===== src/rtl/id_branch_stage_pkg.sv =====
// id_branch_stage_pkg -- shared defines for the branch decode stage.
//   Opcode constants (inst[31:26]), ALU_* operation codes, ALU_SEL_* select
//   codes, and the per-lane decode record carried through the stage registers.
package id_branch_stage_pkg;

  localparam logic [5:0] OP_JIRL = 6'b010011;
  localparam logic [5:0] OP_B    = 6'b010100;
  localparam logic [5:0] OP_BL   = 6'b010101;
  localparam logic [5:0] OP_BEQ  = 6'b010110;
  localparam logic [5:0] OP_BNE  = 6'b010111;
  localparam logic [5:0] OP_BLT  = 6'b011000;
  localparam logic [5:0] OP_BGE  = 6'b011001;
  localparam logic [5:0] OP_BLTU = 6'b011010;
  localparam logic [5:0] OP_BGEU = 6'b011011;

  localparam logic [7:0] ALU_NOP  = 8'h00;
  localparam logic [7:0] ALU_JIRL = 8'h40;
  localparam logic [7:0] ALU_B    = 8'h41;
  localparam logic [7:0] ALU_BL   = 8'h42;
  localparam logic [7:0] ALU_BEQ  = 8'h43;
  localparam logic [7:0] ALU_BNE  = 8'h44;
  localparam logic [7:0] ALU_BLT  = 8'h45;
  localparam logic [7:0] ALU_BGE  = 8'h46;
  localparam logic [7:0] ALU_BLTU = 8'h47;
  localparam logic [7:0] ALU_BGEU = 8'h48;

  localparam logic [2:0] ALU_SEL_NOP  = 3'b000;
  localparam logic [2:0] ALU_SEL_JUMP = 3'b101;

  // Decoded lane as held in the main/skid registers.
  typedef struct packed {
    logic [31:0] pc;
    logic        is_branch;
    logic [7:0]  aluop;
    logic [2:0]  alusel;
    logic [31:0] imm;
    logic [31:0] target;
    logic        reg1_en;
    logic        reg2_en;
    logic        wen;
    logic [4:0]  reg1_addr;
    logic [4:0]  reg2_addr;
    logic [4:0]  waddr;
    logic        pred_taken;
  } lane_dec_t;

  // ALU op for the six conditional branches; ALU_NOP for anything else.
  function automatic logic [7:0] cond_aluop(input logic [5:0] op);
    case (op)
      OP_BEQ:  return ALU_BEQ;
      OP_BNE:  return ALU_BNE;
      OP_BLT:  return ALU_BLT;
      OP_BGE:  return ALU_BGE;
      OP_BLTU: return ALU_BLTU;
      OP_BGEU: return ALU_BGEU;
      default: return ALU_NOP;
    endcase
  endfunction

endpackage


===== src/rtl/id_branch_stage_if.sv =====
// id_branch_stage_if -- upstream/downstream bundle bus of the branch decode stage.
//   Lane i of every lane-indexed bus sits at [i*W +: W].
//   master : the environment (drives in_* bundle and out_ready)
//   slave  : id_branch_stage (drives in_ready and all out_* signals)
interface id_branch_stage_if #(
  parameter int N = 2
);
  logic            in_valid;
  logic            in_ready;
  logic [N-1:0]    in_lane_valid;
  logic [N*32-1:0] in_pc;
  logic [N*32-1:0] in_inst;

  logic            out_valid;
  logic            out_ready;
  logic [N-1:0]    out_lane_valid;
  logic [N-1:0]    out_is_branch;
  logic [N*32-1:0] out_pc;
  logic [N*8-1:0]  out_aluop;
  logic [N*3-1:0]  out_alusel;
  logic [N*32-1:0] out_imm;
  logic [N*32-1:0] out_target;
  logic [N-1:0]    out_reg1_en;
  logic [N-1:0]    out_reg2_en;
  logic [N-1:0]    out_wen;
  logic [N*5-1:0]  out_reg1_addr;
  logic [N*5-1:0]  out_reg2_addr;
  logic [N*5-1:0]  out_waddr;
  logic [N-1:0]    out_pred_taken;

  modport master (
    output in_valid, in_lane_valid, in_pc, in_inst, out_ready,
    input  in_ready, out_valid, out_lane_valid, out_is_branch, out_pc,
           out_aluop, out_alusel, out_imm, out_target, out_reg1_en,
           out_reg2_en, out_wen, out_reg1_addr, out_reg2_addr, out_waddr,
           out_pred_taken
  );

  modport slave (
    input  in_valid, in_lane_valid, in_pc, in_inst, out_ready,
    output in_ready, out_valid, out_lane_valid, out_is_branch, out_pc,
           out_aluop, out_alusel, out_imm, out_target, out_reg1_en,
           out_reg2_en, out_wen, out_reg1_addr, out_reg2_addr, out_waddr,
           out_pred_taken
  );
endinterface


===== src/rtl/id_branch_stage_lane_decode.sv =====
// branch_lane_decode -- combinational decode of one lane (branches/jumps only).
//   pc, inst   : lane PC and instruction word
//   valid      : lane carries a live instruction
//   dec        : decoded record (imm, target = pc + imm, enables, addresses)
//   kill       : this lane redirects fetch, so younger lanes must be dropped
// Build option: STATIC_PREDICT_EN -- backward (negative offset) conditional
//   branches are predicted taken and kill younger lanes.
module branch_lane_decode
  import id_branch_stage_pkg::*;
(
  input  logic [31:0] pc,
  input  logic [31:0] inst,
  input  logic        valid,
  output lane_dec_t   dec,
  output logic        kill
);

  logic [5:0]  op;
  logic [4:0]  rj, rd;
  logic [31:0] offs16, offs26;

  assign op     = inst[31:26];
  assign rj     = inst[9:5];
  assign rd     = inst[4:0];
  assign offs16 = {{14{inst[25]}}, inst[25:10], 2'b00};
  assign offs26 = {{4{inst[9]}}, inst[9:0], inst[25:10], 2'b00};

  always_comb begin
    // NOTE: every field gets a default before the case so no path leaves a
    // value unassigned -- that is what keeps this block from inferring latches.
    dec    = '0;
    dec.pc = pc;
    case (op)
      OP_JIRL: begin
        dec.is_branch = 1'b1;
        dec.aluop     = ALU_JIRL;
        dec.alusel    = ALU_SEL_JUMP;
        dec.imm       = offs16;
        dec.reg1_en   = 1'b1;
        dec.reg1_addr = rj;
        dec.wen       = (rd != 5'd0);   // link into r0 is no write
        dec.waddr     = rd;
      end
      OP_B, OP_BL: begin
        dec.is_branch  = 1'b1;
        dec.aluop      = (op == OP_BL) ? ALU_BL : ALU_B;
        dec.alusel     = ALU_SEL_JUMP;
        dec.imm        = offs26;
        dec.wen        = (op == OP_BL);
        dec.waddr      = (op == OP_BL) ? 5'd1 : 5'd0;
        dec.pred_taken = 1'b1;
      end
      OP_BEQ, OP_BNE, OP_BLT, OP_BGE, OP_BLTU, OP_BGEU: begin
        dec.is_branch = 1'b1;
        dec.aluop     = cond_aluop(op);
        dec.alusel    = ALU_SEL_JUMP;
        dec.imm       = offs16;
        dec.reg1_en   = 1'b1;
        dec.reg1_addr = rj;
        dec.reg2_en   = 1'b1;
        dec.reg2_addr = rd;
      end
      default: ;
    endcase
`ifdef STATIC_PREDICT_EN
    if (cond_aluop(op) != ALU_NOP && offs16[31]) dec.pred_taken = 1'b1;
`endif
    dec.target = pc + dec.imm;
    // Any predicted-taken lane redirects fetch; JIRL is never predicted here.
    kill = valid && dec.pred_taken;
  end

endmodule


===== src/rtl/id_branch_stage.sv =====
// id_branch_stage -- branch/jump decode stage with one-bundle skid buffer.
//   clk, rst_n : clock, asynchronous active-low reset
//   flush      : empties main and skid registers on the next edge
//   bus        : id_branch_stage_if.slave (in_* bundle in, out_* decoded bundle)
// A bundle accepted on edge k appears on out_* after edge k. When the main
// register is stalled, one further bundle is parked in the skid register and
// in_ready drops until it drains. Bundles with no live lane are swallowed.
// Build option: STATIC_PREDICT_EN (see branch_lane_decode).
module id_branch_stage
  import id_branch_stage_pkg::*;
#(
  parameter int DECODE_WIDTH = 2
) (
  input  logic                 clk,
  input  logic                 rst_n,
  input  logic                 flush,
  id_branch_stage_if.slave     bus
);

  localparam int N = DECODE_WIDTH;

  lane_dec_t [N-1:0] lane_dec;
  logic      [N-1:0] lane_kill;
  logic      [N-1:0] new_lv;
  logic              killed;

  lane_dec_t [N-1:0] main_lanes, skid_lanes;
  logic      [N-1:0] main_lv, skid_lv;
  logic              main_valid, skid_valid, in_ready_q;
  logic              push;

  for (genvar i = 0; i < N; i++) begin : g_dec
    branch_lane_decode u_dec (
      .pc    (bus.in_pc[i*32 +: 32]),
      .inst  (bus.in_inst[i*32 +: 32]),
      .valid (bus.in_lane_valid[i]),
      .dec   (lane_dec[i]),
      .kill  (lane_kill[i])
    );
  end

  // Lane kill: a redirecting lane drops every younger lane of the bundle.
  always_comb begin
    new_lv = '0;
    killed = 1'b0;
    for (int i = 0; i < N; i++) begin
      // NOTE: blocking '=' here is deliberate: 'killed' must carry lane i's
      // result into lane i+1 within the same evaluation.
      new_lv[i] = bus.in_lane_valid[i] & ~killed;
      killed    = killed | lane_kill[i];
    end
  end

  assign push = bus.in_valid && in_ready_q && (|bus.in_lane_valid);

  // NOTE: non-blocking '<=' for all state so every register samples the
  // pre-edge values, independent of statement order.
  always_ff @(posedge clk or negedge rst_n) begin
    if (!rst_n) begin
      // NOTE: the data registers are reset too, not just the valids, because
      // the decoded outputs must read as zero out of reset.
      main_valid <= 1'b0;
      skid_valid <= 1'b0;
      in_ready_q <= 1'b1;
      main_lanes <= '0;
      main_lv    <= '0;
      skid_lanes <= '0;
      skid_lv    <= '0;
    end else if (flush) begin
      main_valid <= 1'b0;
      skid_valid <= 1'b0;
      in_ready_q <= 1'b1;
    end else if (!main_valid || bus.out_ready) begin
      // Main register is free this edge: refill from skid first (older),
      // otherwise from the incoming bundle.
      if (skid_valid) begin
        main_lanes <= skid_lanes;
        main_lv    <= skid_lv;
        main_valid <= 1'b1;
        skid_valid <= 1'b0;
        in_ready_q <= 1'b1;
      end else if (push) begin
        main_lanes <= lane_dec;
        main_lv    <= new_lv;
        main_valid <= 1'b1;
      end else begin
        main_valid <= 1'b0;
      end
    end else if (push) begin
      skid_lanes <= lane_dec;
      skid_lv    <= new_lv;
      skid_valid <= 1'b1;
      in_ready_q <= 1'b0;
    end
  end

  assign bus.in_ready  = in_ready_q;
  assign bus.out_valid = main_valid;

  for (genvar i = 0; i < N; i++) begin : g_out
    assign bus.out_lane_valid[i]        = main_lv[i];
    assign bus.out_is_branch[i]         = main_lanes[i].is_branch;
    assign bus.out_pc[i*32 +: 32]       = main_lanes[i].pc;
    assign bus.out_aluop[i*8 +: 8]      = main_lanes[i].aluop;
    assign bus.out_alusel[i*3 +: 3]     = main_lanes[i].alusel;
    assign bus.out_imm[i*32 +: 32]      = main_lanes[i].imm;
    assign bus.out_target[i*32 +: 32]   = main_lanes[i].target;
    assign bus.out_reg1_en[i]           = main_lanes[i].reg1_en;
    assign bus.out_reg2_en[i]           = main_lanes[i].reg2_en;
    assign bus.out_wen[i]               = main_lanes[i].wen;
    assign bus.out_reg1_addr[i*5 +: 5]  = main_lanes[i].reg1_addr;
    assign bus.out_reg2_addr[i*5 +: 5]  = main_lanes[i].reg2_addr;
    assign bus.out_waddr[i*5 +: 5]      = main_lanes[i].waddr;
    assign bus.out_pred_taken[i]        = main_lanes[i].pred_taken;
  end

endmodule

===== src/flat_wrapper.sv =====
// flat-port wrapper written by rule: the top's interface ports become plain ports
module id_branch_stage_flat import id_branch_stage_pkg::*;
#(
  parameter int DECODE_WIDTH = 2
)
  (clk, rst_n, flush, bus_in_valid, bus_in_lane_valid, bus_in_pc, bus_in_inst, bus_out_ready, bus_in_ready, bus_out_valid, bus_out_lane_valid, bus_out_is_branch, bus_out_pc, bus_out_aluop, bus_out_alusel, bus_out_imm, bus_out_target, bus_out_reg1_en, bus_out_reg2_en, bus_out_wen, bus_out_reg1_addr, bus_out_reg2_addr, bus_out_waddr, bus_out_pred_taken);
  id_branch_stage_if bus_i ();
  input  logic clk;
  input  logic rst_n;
  input  logic flush;
  input wire logic [$bits(bus_i.in_valid)-1:0] bus_in_valid;
  input wire logic [$bits(bus_i.in_lane_valid)-1:0] bus_in_lane_valid;
  input wire logic [$bits(bus_i.in_pc)-1:0] bus_in_pc;
  input wire logic [$bits(bus_i.in_inst)-1:0] bus_in_inst;
  input wire logic [$bits(bus_i.out_ready)-1:0] bus_out_ready;
  output wire logic [$bits(bus_i.in_ready)-1:0] bus_in_ready;
  output wire logic [$bits(bus_i.out_valid)-1:0] bus_out_valid;
  output wire logic [$bits(bus_i.out_lane_valid)-1:0] bus_out_lane_valid;
  output wire logic [$bits(bus_i.out_is_branch)-1:0] bus_out_is_branch;
  output wire logic [$bits(bus_i.out_pc)-1:0] bus_out_pc;
  output wire logic [$bits(bus_i.out_aluop)-1:0] bus_out_aluop;
  output wire logic [$bits(bus_i.out_alusel)-1:0] bus_out_alusel;
  output wire logic [$bits(bus_i.out_imm)-1:0] bus_out_imm;
  output wire logic [$bits(bus_i.out_target)-1:0] bus_out_target;
  output wire logic [$bits(bus_i.out_reg1_en)-1:0] bus_out_reg1_en;
  output wire logic [$bits(bus_i.out_reg2_en)-1:0] bus_out_reg2_en;
  output wire logic [$bits(bus_i.out_wen)-1:0] bus_out_wen;
  output wire logic [$bits(bus_i.out_reg1_addr)-1:0] bus_out_reg1_addr;
  output wire logic [$bits(bus_i.out_reg2_addr)-1:0] bus_out_reg2_addr;
  output wire logic [$bits(bus_i.out_waddr)-1:0] bus_out_waddr;
  output wire logic [$bits(bus_i.out_pred_taken)-1:0] bus_out_pred_taken;
  assign bus_i.in_valid = bus_in_valid;
  assign bus_i.in_lane_valid = bus_in_lane_valid;
  assign bus_i.in_pc = bus_in_pc;
  assign bus_i.in_inst = bus_in_inst;
  assign bus_i.out_ready = bus_out_ready;
  assign bus_in_ready = bus_i.in_ready;
  assign bus_out_valid = bus_i.out_valid;
  assign bus_out_lane_valid = bus_i.out_lane_valid;
  assign bus_out_is_branch = bus_i.out_is_branch;
  assign bus_out_pc = bus_i.out_pc;
  assign bus_out_aluop = bus_i.out_aluop;
  assign bus_out_alusel = bus_i.out_alusel;
  assign bus_out_imm = bus_i.out_imm;
  assign bus_out_target = bus_i.out_target;
  assign bus_out_reg1_en = bus_i.out_reg1_en;
  assign bus_out_reg2_en = bus_i.out_reg2_en;
  assign bus_out_wen = bus_i.out_wen;
  assign bus_out_reg1_addr = bus_i.out_reg1_addr;
  assign bus_out_reg2_addr = bus_i.out_reg2_addr;
  assign bus_out_waddr = bus_i.out_waddr;
  assign bus_out_pred_taken = bus_i.out_pred_taken;
  id_branch_stage #(.DECODE_WIDTH(DECODE_WIDTH)) u_core (.clk(clk), .rst_n(rst_n), .flush(flush), .bus(bus_i));
endmodule

===== config.mk =====
export PLATFORM = sky130hd
export DESIGN_NAME = id_branch_stage_flat
export DESIGN_NICKNAME = d
export VERILOG_FILES = /design/src/rtl/id_branch_stage_pkg.sv /design/src/rtl/id_branch_stage_if.sv /design/src/rtl/id_branch_stage_lane_decode.sv /design/src/rtl/id_branch_stage.sv /design/src/flat_wrapper.sv
export SDC_FILE = /design/constraint.sdc
export NUM_CORES = 1
export LEC_CHECK = 0
export BUFFER_PORTS_ARGS = -buffer_cell sky130_fd_sc_hd__buf_2
export CAP_MARGIN = 20
export CORE_ASPECT_RATIO = 0.9
export CORE_MARGIN = 2
export CORE_UTILIZATION = 51
export CTS_BUF_LIST = sky130_fd_sc_hd__clkbuf_16
export DETAILED_ROUTE_END_ITERATION = 10
export PLACE_DENSITY_LB_ADDON = 0.1
export SETUP_SLACK_MARGIN = 0.3
export SLEW_MARGIN = 20
export SYNTH_ARGS = -nofsm -noshare
export SYNTH_HDL_FRONTEND = slang
export SYNTH_SLANG_ARGS = --single-unit

===== constraint.sdc =====
create_clock -name clk -period 2.4 [get_ports clk]
set_input_delay 0.48 -clock clk [delete_from_list [all_inputs] [get_ports clk]]
set_output_delay 0.48 -clock clk [all_outputs]
set_load 0.01 [all_outputs]

==> impl.org, run 1 <==
** Logic synthesis
- Portion of the post-synthesis area used by sequential elements :: 51.05%
- For this run, the leading register cell type out of synthesis is sky130_fd_sc_hd__dfrtp_1.
- Synthesized instance count :: about 2,600
- Synthesis instantiated a little over 60 different standard cells from the library.
- For this run, the number of Yosys warnings is 0.
- In the post-synthesis netlist, the biggest area contributors are sky130_fd_sc_hd__dfrtp_1 (51%), sky130_fd_sc_hd__nand2_1 (12%), sky130_fd_sc_hd__o21ai_0 (8.2%).
- Share of the synthesized area in the top cell type :: around half
- Count of flip-flops with a built-in enable after synthesis :: 0
- After synthesis the netlist holds a flip-flop and latch count of around 460.
- Summing every instance area after synthesis gives 22,500 um^2.
- After synthesis, the mean cell area works out to 8.725 um^2.
- Top-count cell post-synth :: sky130_fd_sc_hd__nand2_1
- Proportion of synthesized flip-flops having asynchronous set or reset :: between 90% and 100%
- The biggest area contributor in the post-synthesis netlist is sky130_fd_sc_hd__dfrtp_1.
- Commonest cells post-synth :: sky130_fd_sc_hd__nand2_1 (730), sky130_fd_sc_hd__dfrtp_1 (458), sky130_fd_sc_hd__o21ai_0 (367), sky130_fd_sc_hd__a21oi_1 (176), sky130_fd_sc_hd__nor2_1 (146)

** Worst setup path
- Worst flop-to-flop path startpoint :: u_core.bus.in_ready
- Cell class contributing the biggest share of worst-path delay :: compound AO/OA/AOI/OAI gates
- For the worst setup path, the data required time is between 2 and 3 ns.
- Along the worst path, the maximum fanout reaches 4.
- Slowest cell on the critical path :: sky130_fd_sc_hd__a221oi_2
- Critical path cell sequence :: buf_6, nand2b_4, buf_4, nor3_4, buf_12, buf_4, a21oi_4, inv_2, ha_4, nand4_1, nor2_2, a32oi_2, o21ai_4, o31ai_4, a21oi_2, a221oi_2, mux2i_1, nand3_1
- Kind of critical path :: input pin to register
- Critical path startpoint category :: input pin
- The largest single stage delay on the critical path is roughly 0.36 ns.
- End of the worst register-to-register path :: u_core.bus.out_imm[5]
- In this run the worst setup path begins at bus_in_inst[31].
- Minimum setup slack among reg-to-reg paths :: roughly 0.29 ns
- The number of buffers and inverters on the critical path is 5.
- In this design, the critical path's most frequently occurring cell is sky130_fd_sc_hd__buf_4.
- At the worst endpoint, the arrival time is 3.62 ns.
- Counting cells, the worst reg-to-reg path comes to 8.
- The worst setup path is captured at a register.

** Floorplanning
- Pin placement for this block handled roughly 390 I/O pins.
- The floorplan step defined a die boundary enclosing approximately 46,000 um^2.
- The core region is ~43,000 um^2.
- Rows :: 72
- Initial Util :: 52.04%
- The die is 203.3 um tall.
- From left edge to right edge, the die measures between 200 and 250 um.

** Route
- Remaining number of nets flagged by the antenna check after routing :: 0
- Overall routed net length :: approximately 75,000 um
- The final route contains approximately 21,000 vias.
- For this run, design rule violations remaining after detail routing come to 0.
- Total iterations of the first detailed-routing run :: 8
- Detail-routed net length per standard cell :: roughly 20 um
- Violation count after the first detailed-routing iteration :: ~1,900
- Dividing the detail-routed via count by the number of cells gives around 5.5.

** Global routing
- Largest net degree at the start of global routing :: between 100 and 150
- The number of global-route vias before repair is about 20,000.
- Initial antenna violation count :: 10
- Global-route wire length before repair :: 113,100 um
- The total overflow left after global routing is 0.
- Global routing used 31.53% of the available tracks.

** Power and ir drop
- The completed layout was analyzed and its total power is ~21 mW.
- Combinational logic is responsible for a little over a fifth of the overall power.
- Per report_power, the clock group accounts for about 33% of the total.
- Portion of total power attributed to sequential cells :: 45.4%
- In this run the power spent charging and discharging nets is roughly 6.4 mW.
- For this design the ratio of total power to cell area is slightly below 700 nW/um^2.
- The worst-case IR drop observed on VDD is 0.5199 mV.
- Net switching fraction of the power :: a little under a third
- The analysis attributes to cell leakage a power of 16.14 nW.
- Internal power comes to approximately 15 mW.

** Clock tree
- Counting every sink on the clock net gives 459.
- The clock passes through at most 3 buffers.
- Clock input transition at the sequential cells of the worst setup and hold paths :: around 0.060 ns
- CTS Root Buffer Type :: sky130_fd_sc_hd__clkbuf_16
- Clock tree from TritonCTS :: yes
- The clock reaches the later pin of the worst-skew pair after approximately 0.6 ns.
- The number of clock buffers added by TritonCTS is 47.
- H-tree level count :: 2

** Final layout
- Layout overhead on the synthesized area :: 40.40%
- The net count of the finished layout is between 3,000 and 4,000.
- Layout cell share with drive strength beyond 1 :: 34.61%

** Run status
- The checks that failed: setup timing.
- Outcome :: finished with violations

** Run
- Max-cap violations in this run came to 0.

** Timing
- Worst Tran Pin Value :: 0.5696 ns
- Worst hold slack :: 0.1120 ns
- For the final database, setup skew stands at approximately 0.018 ns.
- Max-slew violation count :: 0
- Post-route fraction of the period consumed by the critical path :: 132.1%
- RSZ-0062 raised after global routing :: yes
- Min Clock Period, post-route :: around 3.2 ns
- Setup violations remaining at the end of the flow were counted as 96.
- Maximum frequency from static timing analysis :: between 300 and 400 MHz
- Across all setup checks in the final design, the least slack found is -0.7710 ns.
- In this run the tightest slew margin relative to its limit is a little over 60%.
- Final number of hold-violating endpoints :: 0

** Min path
- The path class of the tightest hold or removal check is input pin to register.
- Capture endpoint of the worst hold path :: u_core.skid_lanes[147]
- The worst hold path begins at bus_in_pc[33].
- Number of stages on the worst hold path :: 3

** Placed design
- IO Port Bufs :: between 300 and 400
- Final GP Congestion :: 0.9640
- Summed over all nets, the half-perimeter wirelength after detailed placement is 51,300 um.
## power by group through the flow
stage               logic (mW)  registers, mW  clock network [mW]
floorplan                 1.87           9.87                   0
global placement          3.92           9.71                   0
detailed placement        4.03           9.77                   0
CTS                       4.28           9.65                7.14
global route              5.04           9.78                7.47
finish                    4.59           9.66                7.02
## registers in the layout, indices dropped and copies added, names as in the netlist, 10 cells and up
name and count:
u_core.bus.out_target 64, u_core.bus.out_reg2_addr 10, u_core.bus.out_reg1_addr 10, u_core.bus.out_pc 60, u_core.bus.out_imm 52, u_core.bus.out_waddr 10, u_core.bus.out_aluop 10, u_core.skid_lanes 226
## layout by cell type, fill, tap and decap left out, types with 16 or more instances in the layout
cell | netlist | final
sky130_fd_sc_hd__nand2_1 | 730 | 698
sky130_fd_sc_hd__dfrtp_1 | 458 | 457
sky130_fd_sc_hd__buf_2 | 25 | 369
sky130_fd_sc_hd__buf_4 | 28 | 341
sky130_fd_sc_hd__o21ai_0 | 367 | 201
sky130_fd_sc_hd__o21ai_1 | 5 | 149
sky130_fd_sc_hd__a21oi_1 | 176 | 139
sky130_fd_sc_hd__nor2_1 | 146 | 134
sky130_fd_sc_hd__mux2i_1 | 114 | 112
sky130_fd_sc_hd__buf_6 | 0 | 58
sky130_fd_sc_hd__clkbuf_16 | 0 | 55
sky130_fd_sc_hd__inv_1 | 63 | 52
sky130_fd_sc_hd__ha_1 | 58 | 34
sky130_fd_sc_hd__buf_12 | 0 | 30
sky130_fd_sc_hd__a21oi_2 | 1 | 27
sky130_fd_sc_hd__a21o_1 | 26 | 26
sky130_fd_sc_hd__ha_4 | 0 | 21
sky130_fd_sc_hd__nand3_1 | 22 | 19
sky130_fd_sc_hd__o21ai_2 | 0 | 18
sky130_fd_sc_hd__nand2_2 | 0 | 17
sky130_fd_sc_hd__nor3_1 | 24 | 16
sky130_fd_sc_hd__xnor2_2 | 0 | 16
sky130_fd_sc_hd__xor2_1 | 34 | 16
sky130_fd_sc_hd__xor2_2 | 0 | 16
## worst register-to-register path, delay by kind of cell, from the launching register on
family          cells  cell delay, ns
simple gates        3            0.76
flops               1            0.54
buf+inv             3            0.51
compound gates      2            0.20
## worst max-delay path by stage
stage                                 to  slack, ns  depth (start not counted)
2_1_floorplan  u_core.bus.out_target[63]      -1.33                         18
3_3_place_gp   u_core.bus.out_target[62]      -1.43                         18
3_5_place_dp      u_core.skid_lanes[174]      -1.58                         18
4_1_cts           u_core.skid_lanes[177]      -0.74                         17
5_1_grt        u_core.bus.out_target[30]      -0.87                         17
6_report       u_core.bus.out_target[30]      -0.77                         18
## stage by stage
step	setup slack, ns	utilization (%)	TNS [ns]	instance area [um^2]	std cells
finish	-0.7710	73.06	-43.94	31590	3868
global route	-0.8727	73.04	-56.21	31580	3863
CTS	-0.7386	70.03	-39.37	30280	3806
detailed placement	-1.577	63.88	-113.91	27620	3673
global placement	-1.427	63.88	-104.40	27620	3673
floorplan	-1.331	-	-81.09	23210	2590
## cells by family (layout without fill, tap and decap cells)
logic type	Yosys count	after routing	share of synthesized area, %
adders and majority gates	60	60	3.403
AOI/OAI and AO/OA	645	645	15.51
muxes	117	117	5.221
and+or+nand+nor	993	996	17.71
buffers and inverters	247	959	4.871
other	1	20	0.01666
xor gates and xnor gates	57	57	2.219
DFF	459	459	51.05
## final cells by class
class	instances	area [um^2]
fill	3217	11650
multi-input combinational	1887	11740
antenna	8	20.02
timing repair buffer	811	5961
clock inverter	36	211.5
inverter	63	249.0
clock buffer	49	1226
sequential	459	11490
tap	555	694.4
## metal layers
metal | track usage, % | vias to the layer above | share of wire (%)
li1 | - | 9998 | -
met1 | 46.71 | 10380 | 44
met2 | 46.76 | 759 | 45
met3 | 6.786 | 123 | 8.2
met4 | 8.917 | 4 | 2.7
met5 | 0 | - | 0.029
## what timing repair did
action / 4_1_cts / 5_1_grt
hold buffers: 1 / 0
gates resized for setup: 175 / 173
pin swaps: 116 / 99
endpoints found under the hold margin: 35 / 0
buffers inserted: 45 / 46
cloned: 2 / 8
setup endpoints to repair: 141 / 167
Power figures use the tool's default switching activity.
==> inputs of run 2 (changes only) <==
Settings changed: PLACE_DENSITY from default to 0.82, PLACE_DENSITY_LB_ADDON 0.1 to default.
==> impl.org, run 2 (same netlist as run 1, synthesis figures left out) <==
** Worst setup path
- The largest fanout of any net on the critical path came to 5 (was 4).
- The data arrival time of the critical path came to 3.79 ns (was 3.62 ns).
- Required @ worst endpoint :: 2.86 ns (was 2.84 ns)
- Kind of critical path :: input pin to register (unchanged)
- Endpoint class of the critical path :: register (unchanged)
- Worst reg-to-reg path cell count :: 6 (was 8)
- The critical path startpoint category was an input pin (unchanged).

** Floorplanning
- The die height is 203.3 um (unchanged).
- Placeable core region :: 43,240 um^2 (unchanged)
- Ports :: 393 (unchanged)
- The die area came to 45,820 um^2 (unchanged).
- Initial Util :: 52.04% (unchanged)
- The width of the die is 225.4 um (unchanged).
- Rows :: 72 (unchanged)

** Min path
- Hold crit path type :: input pin to register (unchanged)
- Number of stages on the worst hold path :: 3 (unchanged)

** Global routing
- The global route total overflow came to 0 (unchanged).
- Global-route wire length before repair :: 118,200 um (was 113,100 um)
- Vias in the first global route :: 21,630 (was 20,170)
- GRT Total Usage :: 32.83% (was 31.53%)
- Largest net degree at the start of global routing :: 148 (was 118)
- The number of antenna violations at the first check in global routing was 10 (unchanged).

** Route
- The number of nets with antenna violations after routing is 0 (unchanged).
- The number of DRC markers after the initial detailed-route iteration is 2,464 (was 1,863).
- Detail-routed net length per standard cell :: 21.52 um (was 19.50 um)
- Number of vias per cell after detailed routing :: 5.900 (was 5.496)
- Total iterations of the first detailed-routing run :: 8 (unchanged)
- The via total after detailed routing was 22,890 (was 21,260).
- Count of unresolved DRC violations after routing :: 0 (unchanged)
- Overall routed net length :: 83,490 um (was 75,430 um)

** Run status
- Violated checks :: setup timing (unchanged)
- Outcome :: finished with violations (unchanged)

** Clock tree
- The number of buffers inserted during clock tree synthesis was 49 (was 47).
- The number of sinks on the clock net was 459 (unchanged).
- The later-pin clock latency in the skew report was 0.60 ns (was 0.59 ns).
- Clock input transition at the sequential cells of the worst setup and hold paths :: 0.06 ns (about the same)
- H-tree level count :: 2 (unchanged)
- The CTS tree is yes (unchanged).
- CTS Root Buffer Type :: sky130_fd_sc_hd__clkbuf_16 (unchanged)
- Number of buffers on the longest clock path :: 3 (unchanged)

** Power and ir drop
- The power per unit of standard cell area came to 691.0 nW/um^2 (was 673.2 nW/um^2).
- The largest voltage drop on the vdd net came to 0.5461 mV (was 0.5199 mV).
- The leakage power total was 16.24 nW (was 16.14 nW).

** Timing
- The post-route clock skew is 0.01490 ns (was 0.01790 ns).
- The final critical delay including setup and external delays is 3.329 ns (was 3.171 ns).
- RSZ-0062 raised after global routing: yes (unchanged).
- Total negative slack for setup checks :: -54.72 ns (was -43.94 ns)
- Post-route setup slack :: -0.9287 ns (was -0.7710 ns)
- Worst Tran Pin Value :: 0.7917 ns (was 0.5696 ns)
- Post-route fraction of the period consumed by the critical path :: 138.7% (was 132.1%)
- Setup-violating endpoint count in the final report :: 102 (was 96)
- The worst hold-check slack was 0.09950 ns (was 0.1120 ns).
- Maximum frequency from static timing analysis :: 300.4 MHz (was 315.4 MHz)
- The tightest slew margin relative to the limit came to 47.22% (was 62.03%).
- Final number of hold-violating endpoints :: 0 (unchanged)
- Max-slew violation count :: 0 (unchanged)

** Placed design
- The total of buffers placed on input and output ports came to 380 (unchanged).
- The detailed-placement wirelength estimate came to 51,770 um (was 51,300 um).
- Final GP Congestion :: 0.9760 (was 0.9640)
- Post-placement cell count :: 3,675 (was 3,673)

** Final layout
- Flip-flop count of the largest register, all copies and words added :: 226 (unchanged)
- The register with the most flip-flops is u_core.skid_lanes (unchanged).
- Number of non-filler instances in the completed layout :: 3,879 (was 3,868)
- Commonest non-fill, non-tap cells in the layout :: sky130_fd_sc_hd__nand2_1 (697), sky130_fd_sc_hd__dfrtp_1 (457), sky130_fd_sc_hd__buf_2 (370) (was sky130_fd_sc_hd__nand2_1 (698), sky130_fd_sc_hd__dfrtp_1 (457), sky130_fd_sc_hd__buf_2 (369))
- Most common cell after layout, fill and taps aside :: sky130_fd_sc_hd__nand2_1 (unchanged)
- The number of nets in the layout came to 3,476 (was 3,464).
- The fraction of final layout cells sized beyond drive strength 1 was 36.33% (was 34.61%).
- The growth of design area from synthesis to finish was 42.94% (was 40.40%).

** Run
- Max-capacitance violation count :: 0 (unchanged)
[run 2: cell count changes in the layout (fill, tap and decap cells not counted), sizes merged, moves of 2 or more]
cell	previous run	this run
buf	804	819
bufinv	2	5
clkinv	24	14
clkinvlp	0	2
inv	73	78
[run 2: final cells by class]
class / count / area [um^2]
antenna: 7 / 17.52
clock buffer: 51 / 1276
clock inverter: 36 / 290.3
fill: 2691 / 11080
inverter: 63 / 254.0
multi-input combinational: 1885 / 12180
sequential: 459 / 11490
tap: 555 / 694.4
timing repair buffer: 823 / 5967
[run 2: critical path, stage by stage]
cell                       delay, ns
sky130_fd_sc_hd__buf_12         0.11
sky130_fd_sc_hd__nor2b_4        0.13
sky130_fd_sc_hd__o21ai_4        0.23
sky130_fd_sc_hd__buf_12         0.15
sky130_fd_sc_hd__nand2b_4       0.11
sky130_fd_sc_hd__nand2_4        0.10
sky130_fd_sc_hd__inv_4          0.04
sky130_fd_sc_hd__ha_4           0.16
sky130_fd_sc_hd__inv_2          0.05
sky130_fd_sc_hd__fa_2           0.22
sky130_fd_sc_hd__nor2b_2        0.05
sky130_fd_sc_hd__o31a_1         0.30
sky130_fd_sc_hd__o211ai_1       0.34
sky130_fd_sc_hd__a31oi_1        0.19
sky130_fd_sc_hd__o21ai_1        0.24
sky130_fd_sc_hd__o21ai_2        0.10
sky130_fd_sc_hd__buf_6          0.15
sky130_fd_sc_hd__a311oi_4       0.32
sky130_fd_sc_hd__mux2i_1        0.23
sky130_fd_sc_hd__nand3_1        0.09
[run 2: path summary, 6_finish.rpt]
check                                        from                        end  slack, ns
max                               bus_in_inst[61]  u_core.bus.out_target[62]      -0.93
min                                 bus_in_pc[33]     u_core.skid_lanes[147]        0.1
max reg2reg                   u_core.bus.in_ready      u_core.skid_lanes[43]       0.26
min reg2reg                u_core.skid_lanes[173]     u_core.skid_lanes[173]       0.47
max in group asynchronous                   rst_n     u_core.skid_lanes[155]       1.08
min in group asynchronous                   rst_n      u_core.skid_lanes[37]       0.42
[run 2: per-stage QoR]
step / total power, mW / utilization (%) / setup WS (ns) / area (um^2)
6_report: 22.23 / 74.39 / -0.9287 / 32170
5_1_grt: 23.08 / 74.38 / -1.052 / 32160
4_1_cts: 21.62 / 70.51 / -0.7333 / 30490
3_5_place_dp: 13.82 / 63.81 / -1.511 / 27590
3_3_place_gp: 13.58 / 63.81 / -1.414 / 27590
2_1_floorplan: 11.74 / - / -1.331 / 23210
[run 2: routing by layer]
metal  GRT usage [%]  vias to the layer above  wire [um]
li1                -                    10010          -
met1           45.25                    11090      33280
met2           50.51                     1399      37900
met3           6.728                      383       7539
met4           14.38                        4       4745
met5               0                        -         26
[run 2: what timing repair did]
action | CTS | global route
pin swaps | 122 | 157
resized for setup | 192 | 242
endpoints found under the setup margin | 110 | 166
cloned | 1 | 3
hold endpoints to repair | 37 | 0
hold buffers | 1 | 0
buffers inserted | 48 | 57
[run 2: report_power, final]
| part | leakage (nW) | total (mW) | switching (mW) | internal [mW] |
|---|---|---|---|---|
| combinational | 9.39 | 4.86 | 2.82 | 2.04 |
| sequential | 6.03 | 9.74 | 0.798 | 8.95 |
| clock | 0.815 | 7.63 | 3.27 | 4.35 |
| total | 16.2 | 22.2 | 6.88 | 15.3 |
